[src/rtl/seq_divider_if.sv]
// Handshake and operand/result bundle for the sequential divider.
//
// Signals:
//   start       request, sampled only while busy is low
//   is_signed   1 = two's-complement divide, 0 = unsigned
//   dividend    dividend operand
//   divisor     divisor operand
//   busy        operation in progress
//   done        one-cycle completion pulse
//   div_by_zero divisor was zero for the completed operation
//   quotient    final quotient, held until the next completion
//   remainder   final remainder, held until the next completion
//
// Modports: master = requester (control unit / bench), slave = divider.
interface seq_divider_if #(
  parameter int WIDTH = 32
);
  logic             start;
  logic             is_signed;
  logic [WIDTH-1:0] dividend;
  logic [WIDTH-1:0] divisor;
  logic             busy;
  logic             done;
  logic             div_by_zero;
  logic [WIDTH-1:0] quotient;
  logic [WIDTH-1:0] remainder;

  modport master (
    output start, is_signed, dividend, divisor,
    input  busy, done, div_by_zero, quotient, remainder
  );

  modport slave (
    input  start, is_signed, dividend, divisor,
    output busy, done, div_by_zero, quotient, remainder
  );
endinterface

[src/rtl/seq_divider.sv]
// Sequential non-restoring divider producing quotient and remainder for
// signed (truncating) and unsigned operands. One quotient bit is resolved
// per clock, giving a fixed latency of WIDTH+1 edges from the accepting
// edge to the edge that raises done. Results and the divide-by-zero flag
// are held until the next operation completes.
//
// Ports:
//   clk     clock, all state updates on the rising edge
//   resetn  synchronous, active-low reset
//   bus     seq_divider_if slave modport (start/is_signed/dividend/divisor
//           in; busy/done/div_by_zero/quotient/remainder out)
module seq_divider #(
  parameter int WIDTH = 32
) (
  input  logic        clk,
  input  logic        resetn,
  seq_divider_if.slave bus
);

  localparam int                CNT_W     = $clog2(WIDTH);
  localparam logic [CNT_W-1:0] LAST_ITER = CNT_W'(WIDTH - 1);

  typedef enum logic [1:0] {
    IDLE = 2'd0,
    CALC = 2'd1,
    FIX  = 2'd2
  } state_t;

  // Absolute value of an operand; the most-negative value maps onto
  // 2^(WIDTH-1) when read back as unsigned, which is what the core needs.
  function automatic logic [WIDTH-1:0] magnitude(input logic [WIDTH-1:0] v,
                                                 input logic             sgn);
    return (sgn && v[WIDTH-1]) ? (~v + 1'b1) : v;
  endfunction

  function automatic logic [WIDTH-1:0] apply_sign(input logic [WIDTH-1:0] v,
                                                  input logic             neg);
    return neg ? (~v + 1'b1) : v;
  endfunction

  // Control state (reset)
  state_t           state_q, state_d;
  logic             done_q, done_d;
  logic             dz_q, dz_d;
  logic [WIDTH-1:0] quo_q, quo_d;
  logic [WIDTH-1:0] rem_q, rem_d;

  // Datapath state (only meaningful while busy, never reset)
  logic signed [WIDTH:0] a_q, a_d;
  logic [WIDTH-1:0]      q_q, q_d;
  logic [WIDTH-1:0]      dvs_q, dvs_d;
  logic [WIDTH-1:0]      dvd_q, dvd_d;
  logic [CNT_W-1:0]      cnt_q, cnt_d;
  logic                  neg_quo_q, neg_quo_d;
  logic                  neg_rem_q, neg_rem_d;
  logic                  dbz_q, dbz_d;

  logic signed [WIDTH:0] a_sh;
  logic signed [WIDTH:0] a_new;
  logic [WIDTH-1:0]      rem_mag;

  always_comb begin
    state_d   = state_q;
    done_d    = 1'b0;
    dz_d      = dz_q;
    quo_d     = quo_q;
    rem_d     = rem_q;
    a_d       = a_q;
    q_d       = q_q;
    dvs_d     = dvs_q;
    dvd_d     = dvd_q;
    cnt_d     = cnt_q;
    neg_quo_d = neg_quo_q;
    neg_rem_d = neg_rem_q;
    dbz_d     = dbz_q;
    // The top bit of A is discarded by the shift; arithmetic is modulo
    // 2^(WIDTH+1) and the post-add/sub value always fits back into range.
    a_sh      = {a_q[WIDTH-1:0], q_q[WIDTH-1]};
    a_new     = a_sh;
    rem_mag   = a_q[WIDTH-1:0];

    case (state_q)
      IDLE: begin
        if (bus.start) begin
          state_d   = CALC;
          neg_quo_d = bus.is_signed & (bus.dividend[WIDTH-1] ^ bus.divisor[WIDTH-1]);
          neg_rem_d = bus.is_signed & bus.dividend[WIDTH-1];
          dbz_d     = (bus.divisor == '0);
          dvd_d     = bus.dividend;
          dvs_d     = magnitude(bus.divisor, bus.is_signed);
          q_d       = magnitude(bus.dividend, bus.is_signed);
          a_d       = '0;
          cnt_d     = '0;
        end
      end

      CALC: begin
        if (!a_q[WIDTH]) begin
          a_new = a_sh - $signed({1'b0, dvs_q});
        end else begin
          a_new = a_sh + $signed({1'b0, dvs_q});
        end
        a_d   = a_new;
        q_d   = {q_q[WIDTH-2:0], ~a_new[WIDTH]};
        cnt_d = cnt_q + 1'b1;
        if (cnt_q == LAST_ITER) begin
          state_d = FIX;
        end
      end

      FIX: begin
        // A negative partial remainder is one divisor short of the true one.
        rem_mag = a_q[WIDTH] ? (a_q[WIDTH-1:0] + dvs_q) : a_q[WIDTH-1:0];
        if (dbz_q) begin
          quo_d = '1;
          rem_d = dvd_q;
          dz_d  = 1'b1;
        end else begin
          quo_d = apply_sign(q_q, neg_quo_q);
          rem_d = apply_sign(rem_mag, neg_rem_q);
          dz_d  = 1'b0;
        end
        done_d  = 1'b1;
        state_d = IDLE;
      end

      default: begin
        state_d = IDLE;
      end
    endcase
  end

  always_ff @(posedge clk) begin
    if (!resetn) begin
      state_q <= IDLE;
      done_q  <= 1'b0;
      dz_q    <= 1'b0;
      quo_q   <= '0;
      rem_q   <= '0;
    end else begin
      state_q <= state_d;
      done_q  <= done_d;
      dz_q    <= dz_d;
      quo_q   <= quo_d;
      rem_q   <= rem_d;
    end
  end

  always_ff @(posedge clk) begin
    a_q       <= a_d;
    q_q       <= q_d;
    dvs_q     <= dvs_d;
    dvd_q     <= dvd_d;
    cnt_q     <= cnt_d;
    neg_quo_q <= neg_quo_d;
    neg_rem_q <= neg_rem_d;
    dbz_q     <= dbz_d;
  end

  assign bus.busy        = (state_q != IDLE);
  assign bus.done        = done_q;
  assign bus.div_by_zero = dz_q;
  assign bus.quotient    = quo_q;
  assign bus.remainder   = rem_q;

endmodule

[src/flat_wrapper.sv]
// flat-port wrapper written by rule: the top's interface ports become plain ports
module seq_divider_flat 
#(
  parameter int WIDTH = 32
)
  (clk, resetn, bus_start, bus_is_signed, bus_dividend, bus_divisor, bus_busy, bus_done, bus_div_by_zero, bus_quotient, bus_remainder);
  seq_divider_if #(.WIDTH(WIDTH)) bus_i ();
  input  logic clk;
  input  logic resetn;
  input wire logic [$bits(bus_i.start)-1:0] bus_start;
  input wire logic [$bits(bus_i.is_signed)-1:0] bus_is_signed;
  input wire logic [$bits(bus_i.dividend)-1:0] bus_dividend;
  input wire logic [$bits(bus_i.divisor)-1:0] bus_divisor;
  output wire logic [$bits(bus_i.busy)-1:0] bus_busy;
  output wire logic [$bits(bus_i.done)-1:0] bus_done;
  output wire logic [$bits(bus_i.div_by_zero)-1:0] bus_div_by_zero;
  output wire logic [$bits(bus_i.quotient)-1:0] bus_quotient;
  output wire logic [$bits(bus_i.remainder)-1:0] bus_remainder;
  assign bus_i.start = bus_start;
  assign bus_i.is_signed = bus_is_signed;
  assign bus_i.dividend = bus_dividend;
  assign bus_i.divisor = bus_divisor;
  assign bus_busy = bus_i.busy;
  assign bus_done = bus_i.done;
  assign bus_div_by_zero = bus_i.div_by_zero;
  assign bus_quotient = bus_i.quotient;
  assign bus_remainder = bus_i.remainder;
  seq_divider #(.WIDTH(WIDTH)) u_core (.clk(clk), .resetn(resetn), .bus(bus_i));
endmodule
[config.mk]
export PLATFORM = sky130hd
export DESIGN_NAME = seq_divider_flat
export DESIGN_NICKNAME = d
export VERILOG_FILES = /design/src/rtl/seq_divider_if.sv /design/src/rtl/seq_divider.sv /design/src/flat_wrapper.sv
export SDC_FILE = /design/constraint.sdc
export NUM_CORES = 1
export LEC_CHECK = 0
export CAP_MARGIN = 20
export CORE_MARGIN = 4
export CORE_UTILIZATION = 40
export DETAILED_ROUTE_END_ITERATION = 8
export GPL_TIMING_DRIVEN = 0
export PLACE_DENSITY = 0.55
export SLEW_MARGIN = 10
export SYNTH_ARGS = -nofsm -noshare
export SYNTH_HDL_FRONTEND = slang
export SYNTH_SLANG_ARGS = --single-unit
[constraint.sdc]
create_clock -name clk -period 7.3 [get_ports clk]
set_input_delay 1.095 -clock clk [delete_from_list [all_inputs] [get_ports clk]]
set_output_delay 1.095 -clock clk [all_outputs]
set_load 0.01 [all_outputs]
# After elaboration in Yosys (flattened, before gate mapping)
# Cells that the tools add are included.
op_classes:
  n_eq_ne: 5
  n_mux: 20
  bitwise: 8
  n_reduce_logical: 9
  add_sub_neg: 8
op_table:
  columns: ["cell", "count"]
  rows:
  - ["32-bit two-way mux", 8]
  - ["32-bit by 1-bit adder with 32-bit output, second input constant", 4]
  - ["32-bit inverter", 4]
  - ["33-bit two-way mux", 3]
  - ["33-bit one-hot mux with 2 select lines", 1]
  - ["32-bit one-hot mux with 2 select lines", 1]
  - ["33-bit adder", 1]
  - ["33-bit subtractor", 1]
  - ["32-bit adder", 1]
  - ["32-bit zero test", 1]
  - ["5-bit one-hot mux with 2 select lines", 1]
  - ["2-bit AND reduction", 3]
  - ["5-bit by 1-bit adder with 5-bit output, second input constant", 1]
  - ["5-bit == test, second input constant", 1]
  - ["5-bit two-way mux", 1]
  - ["2-bit two-way mux", 2]
  - ["2-bit one-hot mux with 2 select lines", 1]
  - ["2-bit nonzero test", 2]
  - ["1-bit bitwise AND", 2]
  - ["2-bit by 1-bit == test with 1-bit output, second input constant", 1]
  - ["2-bit == test, second input constant", 1]
  - ["1-bit logical AND", 2]
  - ["2-bit zero test", 1]
  - ["1-bit two-way mux", 2]
  - ["4 further kinds", 4]
word_totals:
  input_bits: 68
  wordCells: 63
  out_inout_bits: 67
  ff_bits: 205

# Longest topological paths before layout
# Gate-level depths: netlist of the first run.
logic_depth:
  word_depth: 6
  mapped_depth: 23
  mapped_depth_nobuf: 21

# Worst setup path before layout of the first run
# Ideal clock, no wire load.
synth_timing:
  path_type: "input to register"
  start: "input port bus_start"
  end: "register u_core.a_q[0] (enable)"
  path_stages: 2
  arrival_ns: 6.057
  setup_time_ns: 0.595
  required_time_ns: 6.705
  n_path_buf: 0
  path_slack_ns: 0.648
  path_cell_list: "inv_1 -> o21ai_0"
synth_between:
  elab_chain_len: 2
synth_lines:
  columns: ["element", "line", "source"]
  rows:
  - ["start, declared", "flat_wrapper.sv:10", "input wire logic [$bits(bus_i.start)-1:0] bus_start;"]
  - ["2-bit inequality test (no line)", null, null]
  - ["2-bit AND reduction (no line)", null, null]
  - ["end signal, assigned", "seq_divider.sv:150", "a_q <= a_d;"]
  - ["end, declared", "seq_divider.sv:49", "logic signed [WIDTH:0] a_q, a_d;"]
# No other way between the ends.
# A chain may end at the register's enable or synchronous reset.

# Worst setup path in the final report of the first run
layout_timing:
  start: "register u_core.a_q[32]"
  end: "register u_core.q_q[0], data pin"
layout_between:
  elab_chain_len: 4
layout_lines:
  columns: ["element", "line", "source"]
  rows:
  - ["33-bit two-way mux", "seq_divider.sv:98", "if (!a_q[WIDTH]) begin"]
  - ["33-bit two-way mux", "seq_divider.sv:82", "case (state_q)"]
  - ["1-bit inverter", "seq_divider.sv:104", "q_d = {q_q[WIDTH-2:0], ~a_new[WIDTH]};"]
  - ["32-bit one-hot mux with 2 select lines", "seq_divider.sv:82", null]
  - ["named net u_core.q_d[0]", "seq_divider.sv:50", "logic [WIDTH-1:0] q_q, q_d;"]
  - ["end signal, assigned", "seq_divider.sv:151", "q_q <= q_d;"]
  - ["end, declared", "seq_divider.sv:50", null]
# The timed path passes the listed nets, and every way through them passes these cells. The select of a mux whose other input is x is not followed.

==> metrics.yaml, run 1 <==
routing:
  drcViolationCount: 0
  drtAntennaViolNets: 0
  routed_wl_microns: 46300
  first_pass_iters: 5
  viasPerCell: 5.73
  post_drt_wl_per_cell_microns: 20.5
  drtIter0Drc: 971
  vias: 12900
floorplan:
  initial_core_util: 0.405
  ios: 135
  num_rows: 69
  core_area_sq_um: 35600
  die_w_microns: 198
  die_h_microns: 198
  die_area_sq_um: 39100
placed_design:
  dpl_cell_area_sq_um: 16400
  gp_congestion: 0.892
  place_inst: 2211
  hpwl_microns: 36800
  port_buffers: 134
  dp_slack_ns: -0.318
sta:
  tns_ns: 0
  timing.final.ws_setup_ns: 0.548
  rsz0062_at_grt: "false"
  min_period_ns: 6.75
  drv_slew: 0
  setup_viol: 0
  slew_headroom: 0.236
  worst_pin_slew_ns: 1.14
  period_share: 0.925
  hold_violations: 0
  hold_ws_ns: 0.453
  fmax_mhz: 148
  skew_ns: 0.0157
worst_hold_path:
  hold_path.class: "reg -> reg"
clock_network:
  cts_htree_levels: 1
  cts_buffers: 25
  clk_latency_ns: 0.54
  cts.sinks: 205
  clk_pin_slew_ns: 0.06
  cts_buffer_depth: 3
  cts_root_buf: "clkbuf_16"
  cts_tree: "yes"
setup_path:
  r2r_cells: 21
  start_kind: "register"
  crit_fanout: 19
  critPathCapture: "u_core.q_q[0]"
  worst_path_max_delay_cell: "buf_2"
  path_cells: "clkbuf_1 > clkbuf_1 > buf_2 > clkbuf_2 > buf_2 > buf_1 > nor2_1 > xor2_1 > ha_1 > clkbuf_1 > nand4_1 > nor4_2 > nand3_1 > o21ai_0 > o21ai_0 > a21oi_1 > nand4_1 > nand4b_1 > a21oi_1 > xor2_1 > o21ai_0"
  ff2ff_setup_slack_ns: 0.55
  cp_data_required_time_ns: 7.55
  cpPeakStageDelay_ns: 0.52
  cp-startpoint: "u_core.a_q[32]"
  worst_ep_arrival_time_ns: 7.00
  r2r_end: "u_core.q_q[0]"
  end_kind: "register"
  r2r-start: "u_core.a_q[32]"
  worstSetupPathType: "reg -> reg"
flow_run:
  cap_violations: 0
synth:
  ys_top_cells_by_count: "a21oi_1, nor2_1, edfxtp_1, o21ai_0, nand2_1"
  synth.area.top_cells: "edfxtp_1, dfxtp_1, xor2_1"
  synth_edf_count: 137
  synthFlopType: "edfxtp_1"
  synth.most_common_cell: "a21oi_1"
  async_reset_ff_frac: 0
  yosysSeqAreaShare: 0.380
  netlist_instances: 1612
  yosys_warnings: 0
  syn-cell-area_sq_um: 14400
  synth_top_area_cell: "edfxtp_1"
  synth.avg_cell_area_sq_um: 8.94
  synth-seq-cells: 205
  synth_fp_nets: 1752
  synth.top_cell.area_share: 0.285
  synth.distinct_cells: 87
outcome:
  status: "completed"
layout:
  final_nets: 1916
  fillers: 3436
  instances_no_fill: 2255
  fin_area_sq_um: 17300
  fin_util: 0.486
  n_antenna_cell: 0
  area_growth_pct: 20.0
  drive_above_1_share: 0.0591
pwr:
  leakage_nw: 6.37
  vdd.ir_drop.worst_mv: 0.238
  finalPower_mw: 5.05
  power_density_nw_per_um2: 292
grt:
  grt_overflow_total: 0
  first_global_vias: 12200
  grt_first_pass_wirelength_microns: 70800
  track_usage: 0.229
  antenna_found_initial: 1
  grt_start_max_net_pins: 30
==> power by group <==
group | internal [mW] | total, mW | switching [mW] | leakage (nW)
registers | 1.40 | 1.54 | 0.149 | 1.90
clock network | 0.775 | 1.27 | 0.498 | 0.423
logic | 0.890 | 2.23 | 1.34 | 4.04
==> final cells by class <==
type	instances	area, sq um	area share
Clock inverter	9	77.6	0.00448
Inverter	43	161	0.00933
Sequential cell	205	5480	0.317
Clock buffer	36	779	0.0451
Timing Repair Buffer	138	1420	0.0822
Buffer	76	302	0.0174
Tap cell	461	577	0.0333
Multi-Input combinational cell	1287	8500	0.492
==> metal layers <==
layer | track usage | share of wire | wire [microns]
met5 | 0 | 0 | 0
met4 | 0.0561 | 0.026 | 1190
met3 | 0.0310 | 0.057 | 2640
met2 | 0.346 | 0.43 | 20000
met1 | 0.348 | 0.49 | 22500
==> flip-flops by register name, indices dropped and copies added, names as in the netlist <==
register / flops
u_core.dvd_q: 32
u_core.bus.div_by_zero: 1
u_core.bus.remainder: 32
u_core.a_q: 33
u_core.state_q: 2
u_core.neg_quo_q: 1
u_core.cnt_q: 5
u_core.q_q: 32
u_core.bus.quotient: 32
u_core.neg_rem_q: 1
u_core.bus.done: 1
u_core.dbz_q: 1
u_core.dvs_q: 32
==> repair_timing <==
item,in CTS,in global routing
resized for setup,3,2
setup buffers,0,0
endpoints found under the setup margin,6,7
hold buffers,0,0
==> critical path, delay by kind of cell (launching register included) <==
family / cells / cell delay, ns
buffers and inverters: 7 / 2.90
AND/OR/NAND/NOR: 6 / 1.20
XOR/XNOR: 2 / 0.33
flip-flops: 1 / 0.43
adder cells (fa/ha/maj): 1 / 0.27
AO/OA/AOI/OAI: 5 / 1.31
==> worst min-delay path by stage <==
stage	from	to	slack (ns)	cells after the start
after floorplan	u_core.bus.remainder[0]	u_core.bus.remainder[0]	0.48	2
after global placement	u_core.bus.remainder[0]	u_core.bus.remainder[0]	0.44	2
after detailed placement	u_core.bus.remainder[0]	u_core.bus.remainder[0]	0.45	2
after CTS	u_core.bus.remainder[0]	u_core.bus.remainder[0]	0.46	2
after global routing	u_core.bus.div_by_zero	u_core.bus.div_by_zero	0.49	2
final	u_core.bus.remainder[13]	u_core.bus.remainder[13]	0.45	2
==> cells by family after synthesis <==
group | count (synthesis) | share of synthesized area
flops | 205 | 0.380
mux | 21 | 0.0161
simple gates | 508 | 0.173
buf+inv | 120 | 0.0321
compound gates | 496 | 0.219
xor+xnor | 190 | 0.116
fa+ha+maj | 72 | 0.0635
==> cells in the final DEF (no fill, tap or decap), types with 6 or more instances in the layout <==
| master | n |
|---|---|
| nor3_1 | 44 |
| inv_1 | 43 |
| ha_1 | 70 |
| o21ai_1 | 14 |
| and2_1 | 18 |
| clkbuf_1 | 59 |
| nor4_1 | 15 |
| xnor2_1 | 81 |
| a31oi_1 | 17 |
| a21o_1 | 29 |
| buf_1 | 8 |
| or2_2 | 7 |
| edfxtp_1 | 137 |
| nand3_1 | 36 |
| nand4_1 | 15 |
| or4_1 | 11 |
| nand2b_1 | 15 |
| a21oi_1 | 155 |
| buf_2 | 9 |
| o211ai_1 | 24 |
| nand3b_1 | 6 |
| o41ai_1 | 11 |
| clkbuf_8 | 7 |
| o31ai_1 | 20 |
| mux2i_1 | 16 |
| dfxtp_1 | 68 |
| nor2b_1 | 13 |
| o21a_1 | 10 |
| or3_1 | 19 |
| clkdlybuf4s50_1 | 134 |
| nor2_1 | 139 |
| nand2_1 | 131 |
| xor2_1 | 108 |
| clkbuf_16 | 27 |
| o21bai_1 | 12 |
| and3_1 | 15 |
| o21ai_0 | 136 |
| a311oi_1 | 6 |
Note: power is estimated with default switching activity, not from simulation.
==> inputs of run 2 (changes only) <==
CORE_UTILIZATION = 53   (was 40)
PLACE_DENSITY = 0.71   (was 0.55)
==> run 2 against run 1 <==
Against the previous run: first-iteration DRC count is 29% higher; routed wire length is 3.2% lower; sequential power hardly changed; non-clock buffer count stayed put; setup slack worse by 0.054 ns; combinational power hardly changed; flip-flop and latch count stayed put; critical endpoint unchanged.
==> metrics.yaml, run 2 (synthesized netlist as in run 1, its figures left out) <==
outcome:
  status: "completed"
layout:
  fillers: 2307
  drive_above_1_share: 0.0531
  seq_area_sq_um: 5480
  layout_commonest_cell: "a21oi_1"
  fin_area_sq_um: 17000
  largest_reg_flops: 33
  area_growth_pct: 18.2
  final_nets: 1914
  n_antenna_cell: 0
  multi_input_area_sq_um: 8500
  fin_util: 0.634
  instances_no_fill: 2131
  final_cell_mix: "a21oi_1, nor2_1, edfxtp_1"
  regMostFlops: "u_core.a_q"
sta:
  min_period_ns: 6.81
  skew_ns: 0.00928
  drv_slew: 0
  setup_viol: 0
  worst_pin_slew_ns: 1.05
  hold_violations: 0
  slew_headroom: 0.297
  period_share: 0.932
  rsz0062_at_grt: "false"
  tns_ns: 0
  fmax_mhz: 147
clock_network:
  cts_root_buf: "clkbuf_16"
  cts_tree: "yes"
  cts_htree_levels: 1
  cts.sinks: 205
  post_cts_buffers: 0
  clk_pin_slew_ns: 0.06
  clk_latency_ns: 0.52
  cts_buffer_depth: 3
  cts_buffers: 23
grt:
  track_usage: 0.289
  grt_first_pass_wirelength_microns: 69900
  antenna_found_initial: 0
  grt_start_max_net_pins: 33
  first_global_vias: 12400
  grt_overflow_total: 0
worst_hold_path:
  hold_path.class: "reg -> reg"
setup_path:
  worst-path-buf-inv: 6
  cp_data_required_time_ns: 7.52
  worstSetupPathType: "reg -> reg"
  start_kind: "register"
  worst_path_max_delay_cell: "buf_1"
  crit_fanout: 19
  critical-path-top-delay-family: "buffers and inverters"
  worst_ep_arrival_time_ns: 7.03
  path_cells: "clkbuf_1 > clkbuf_1 > buf_2 > clkbuf_2 > buf_2 > buf_1 > nor2_1 > xor2_1 > ha_1 > a21o_1 > a21oi_1 > o21ai_0 > a31oi_1 > o21ai_1 > o21ai_0 > a21oi_1 > nand4_1 > nand4b_1 > a21oi_1 > xor2_1 > o21ai_0"
  end_kind: "register"
  cpPeakStageDelay_ns: 0.59
routing:
  routed_wl_microns: 44800
  viasPerCell: 6.20
  first_pass_iters: 6
  post_drt_wl_per_cell_microns: 21.0
  drcViolationCount: 0
  vias: 13200
  drtIter0Drc: 1255
  drtAntennaViolNets: 0
floorplan:
  initial_core_util: 0.536
  die_w_microns: 173
  num_rows: 60
  ios: 135
  die_h_microns: 173
  core_area_sq_um: 26900
  die_area_sq_um: 29900
placed_design:
  gp_congestion: 0.923
  port_buffers: 134
  dpl_cell_area_sq_um: 16300
  place_inst: 2091
  hpwl_microns: 35000
flow_run:
  cap_violations: 0
pwr:
  finalPower_mw: 4.92
  power_density_nw_per_um2: 289
  vdd.ir_drop.worst_mv: 0.176
  leakage_nw: 6.30
run 2: power breakdown:
| group | leakage [nW] | switching (mW) | total [mW] | internal [mW] |
|---|---|---|---|---|
| Clock | 0.363 | 0.469 | 1.15 | 0.684 |
| Combinational | 4.04 | 1.33 | 2.22 | 0.892 |
| Sequential | 1.90 | 0.144 | 1.54 | 1.40 |
run 2: per-stage QoR:
| step | setup WS (ns) | hold WS (ns) |
|---|---|---|
| floorplan | 0.648 | 0.476 |
| detailed placement | -0.384 | 0.451 |
| finish | 0.494 | 0.457 |
| global placement | -2.58 | 0.447 |
| CTS | 0.153 | 0.459 |
| global route | 0.0357 | 0.484 |
run 2: worst paths after layout:
kind	from	endpoint	slack [ns]	cells past startpoint
worst min register to register	u_core.bus.remainder[8]	u_core.bus.remainder[8]	0.46	2
worst min-delay path	u_core.bus.remainder[8]	u_core.bus.remainder[8]	0.46	2
worst max register to register	u_core.a_q[32]	u_core.q_q[0]	0.49	21
worst max-delay path	u_core.a_q[32]	u_core.q_q[0]	0.49	21
run 2: routing by layer:
metal  global-route usage  share of wire  vias to the layer above
met4               0.0599          0.021                        0
met3               0.0536          0.091                       71
met2                0.441           0.43                      547
li1                     -              -                     6260
met5                    0              0                        -
met1                0.433           0.45                     6340
run 2: final cells by class:
type / count / share of cell area
buffer: 76 / 0.0176
inverter: 43 / 0.00948
sequential: 205 / 0.321
timing repair buffer: 138 / 0.0834
clock buffer: 40 / 0.0436
multi-input combinational: 1287 / 0.499
tap: 341 / 0.0250
clock inverter: 1 / 0.000220
run 2: what timing repair did:
| action | in CTS | in global routing |
|---|---|---|
| gates resized for setup | 3 | 1 |
| endpoints found under the hold margin | 0 | 0 |
| endpoints found under the setup margin | 3 | 5 |
| hold buffers | 0 | 0 |
| gates cloned | 0 | 0 |
run 2: tightest hold or removal path, stage by stage, from the launching register on:
cell and delay, ns:
dfxtp_1 0.31, nand2_1 0.05, a21oi_1 0.05
==> inputs of run 3 (changes only) <==
PLACE_DENSITY = 0.82   (was 0.71)
==> run 3 against run 2 <==
Against the previous run: utilization grew 0.44 points; largest cell class unchanged; maximum frequency grew 0.38%; critical path type unchanged; clock power grew 12%; combinational power is essentially flat.
==> metrics.yaml, run 3 (synthesized netlist as in run 1, its figures left out) <==
outcome:
  status: "completed"
floorplan:
  die_h_microns: 173
  die_w_microns: 173
  num_rows: 60
  die_area_sq_um: 29900
  core_area_sq_um: 26900
  initial_core_util: 0.536
  ios: 135
clock_network:
  post_cts_buffers: 0
  cts.sinks: 205
  cts_htree_levels: 1
  clk_latency_ns: 0.53
  cts_buffers: 24
  cts_buffer_depth: 3
  ctsHoldBuffers: 0
  cts_root_buf: "clkbuf_16"
  clk_pin_slew_ns: 0.06
  cts_tree: "yes"
sta:
  slew_headroom: 0.244
  worst_pin_slew_ns: 1.13
  drv_slew: 0
  skew_ns: 0.0105
  hold_violations: 0
  hold_ws_ns: 0.469
  rsz0062_at_grt: "false"
  period_share: 0.929
  timing.final.ws_setup_ns: 0.520
  tns_ns: 0
  fmax_mhz: 147
  setup_viol: 0
  min_period_ns: 6.78
layout:
  final_nets: 1916
  fillers: 2200
  area_growth_pct: 19.0
  n_antenna_cell: 0
  drive_above_1_share: 0.0585
  layout_commonest_cell: "a21oi_1"
  fin_area_sq_um: 17200
  regMostFlops: "u_core.a_q"
  final_cell_mix: "a21oi_1, nor2_1, edfxtp_1"
  largest_reg_flops: 33
routing:
  viasPerCell: 6.27
  vias: 13400
  drtAntennaViolNets: 0
  drtIter0Drc: 1391
  routed_wl_microns: 44600
  drcViolationCount: 0
  first_pass_iters: 6
  post_drt_wl_per_cell_microns: 20.9
placed_design:
  dp_slack_ns: -0.150
  gp_congestion: 0.972
  dpl_cell_area_sq_um: 16300
  hpwl_microns: 34700
  port_buffers: 134
grt:
  grt_overflow_total: 0
  track_usage: 0.285
  grt_start_max_net_pins: 34
  grt_first_pass_wirelength_microns: 69300
  first_global_vias: 12600
  antenna_found_initial: 0
setup_path:
  crit_fanout: 19
  worstSetupPathType: "reg -> reg"
  end_kind: "register"
  worst_ep_arrival_time_ns: 7.02
  cp_data_required_time_ns: 7.54
  start_kind: "register"
flow_run:
  cap_violations: 0
pwr:
  leakage_nw: 6.37
  power_density_nw_per_um2: 295
  vdd.ir_drop.worst_mv: 0.250
worst_hold_path:
  hold_path.class: "reg -> reg"
## run 3: cell count changes in the layout (fill, tap and decap cells not counted), moves of 2 or more
cell / before / now
clkbuf_16: 25 / 28
clkbuf_1: 66 / 58
clkinv_1: 1 / 4
bufinv_16: 0 / 2
clkinv_2: 0 / 3
clkbuf_8: 6 / 3
clkinvlp_4: 0 / 2
## run 3: layout make-up
class	instances	area [sq um]	area share
Multi-Input combinational cell	1287	8500	0.496
Sequential cell	205	5480	0.319
Timing Repair Buffer	139	1430	0.0832
Clock buffer	32	746	0.0435
Tap cell	341	427	0.0249
Buffer	76	302	0.0176
Inverter	43	161	0.00941
Clock inverter	12	111	0.00649
## run 3: where the power goes
part	internal (mW)	total, mW	switching [mW]	leakage [nW]
Combinational	0.892	2.24	1.35	4.04
Clock	0.786	1.29	0.505	0.419
Sequential	1.39	1.53	0.140	1.90
## run 3: layer usage
metal / track usage / vias to the layer above / routed length [microns]
met5: 0 / - / 0
met4: 0.0841 / 0 / 1480
met3: 0.0542 / 98 / 3980
met2: 0.453 / 619 / 20100
met1: 0.398 / 6412 / 19100
li1: - / 6268 / -
## run 3: path summary, 6_finish.rpt
check                                             from                      to  slack (ns)  depth (start not counted)
worst max-delay path                    u_core.a_q[32]           u_core.q_q[0]        0.52                         21
worst min-delay path            u_core.bus.div_by_zero  u_core.bus.div_by_zero        0.47                          2
worst max register to register          u_core.a_q[32]           u_core.q_q[0]        0.52                         21
worst min register to register  u_core.bus.div_by_zero  u_core.bus.div_by_zero        0.47                          2
## run 3: through the flow
stage,power (mW),cells,utilization
2_1_floorplan,3.19,1612,-
3_3_place_gp,3.69,2087,0.602
3_5_place_dp,3.73,2091,0.606
4_1_cts,5.03,2135,0.638
5_1_grt,5.36,2135,0.638
6_report,5.06,2135,0.638
## run 3: worst max-delay path: stages, from the launching register on
cell,delay [ns]
edfxtp_1,0.32
clkbuf_1,0.39
clkbuf_1,0.46
buf_2,0.36
buf_2,0.43
buf_2,0.36
buf_1,0.47
nor2_1,0.13
xor2_1,0.16
ha_1,0.27
clkbuf_1,0.27
nand4_1,0.25
nor4_2,0.44
nand3_1,0.11
o21ai_0,0.54
o21ai_0,0.33
a21oi_1,0.37
nand4_1,0.14
nand4b_1,0.11
a21oi_1,0.08
xor2_1,0.34
o21ai_0,0.13
## run 3: timing repair
item | in CTS | in global routing
endpoints found under the hold margin | 0 | 0
endpoints found under the setup margin | 2 | 3
gates resized for setup | 2 | 2
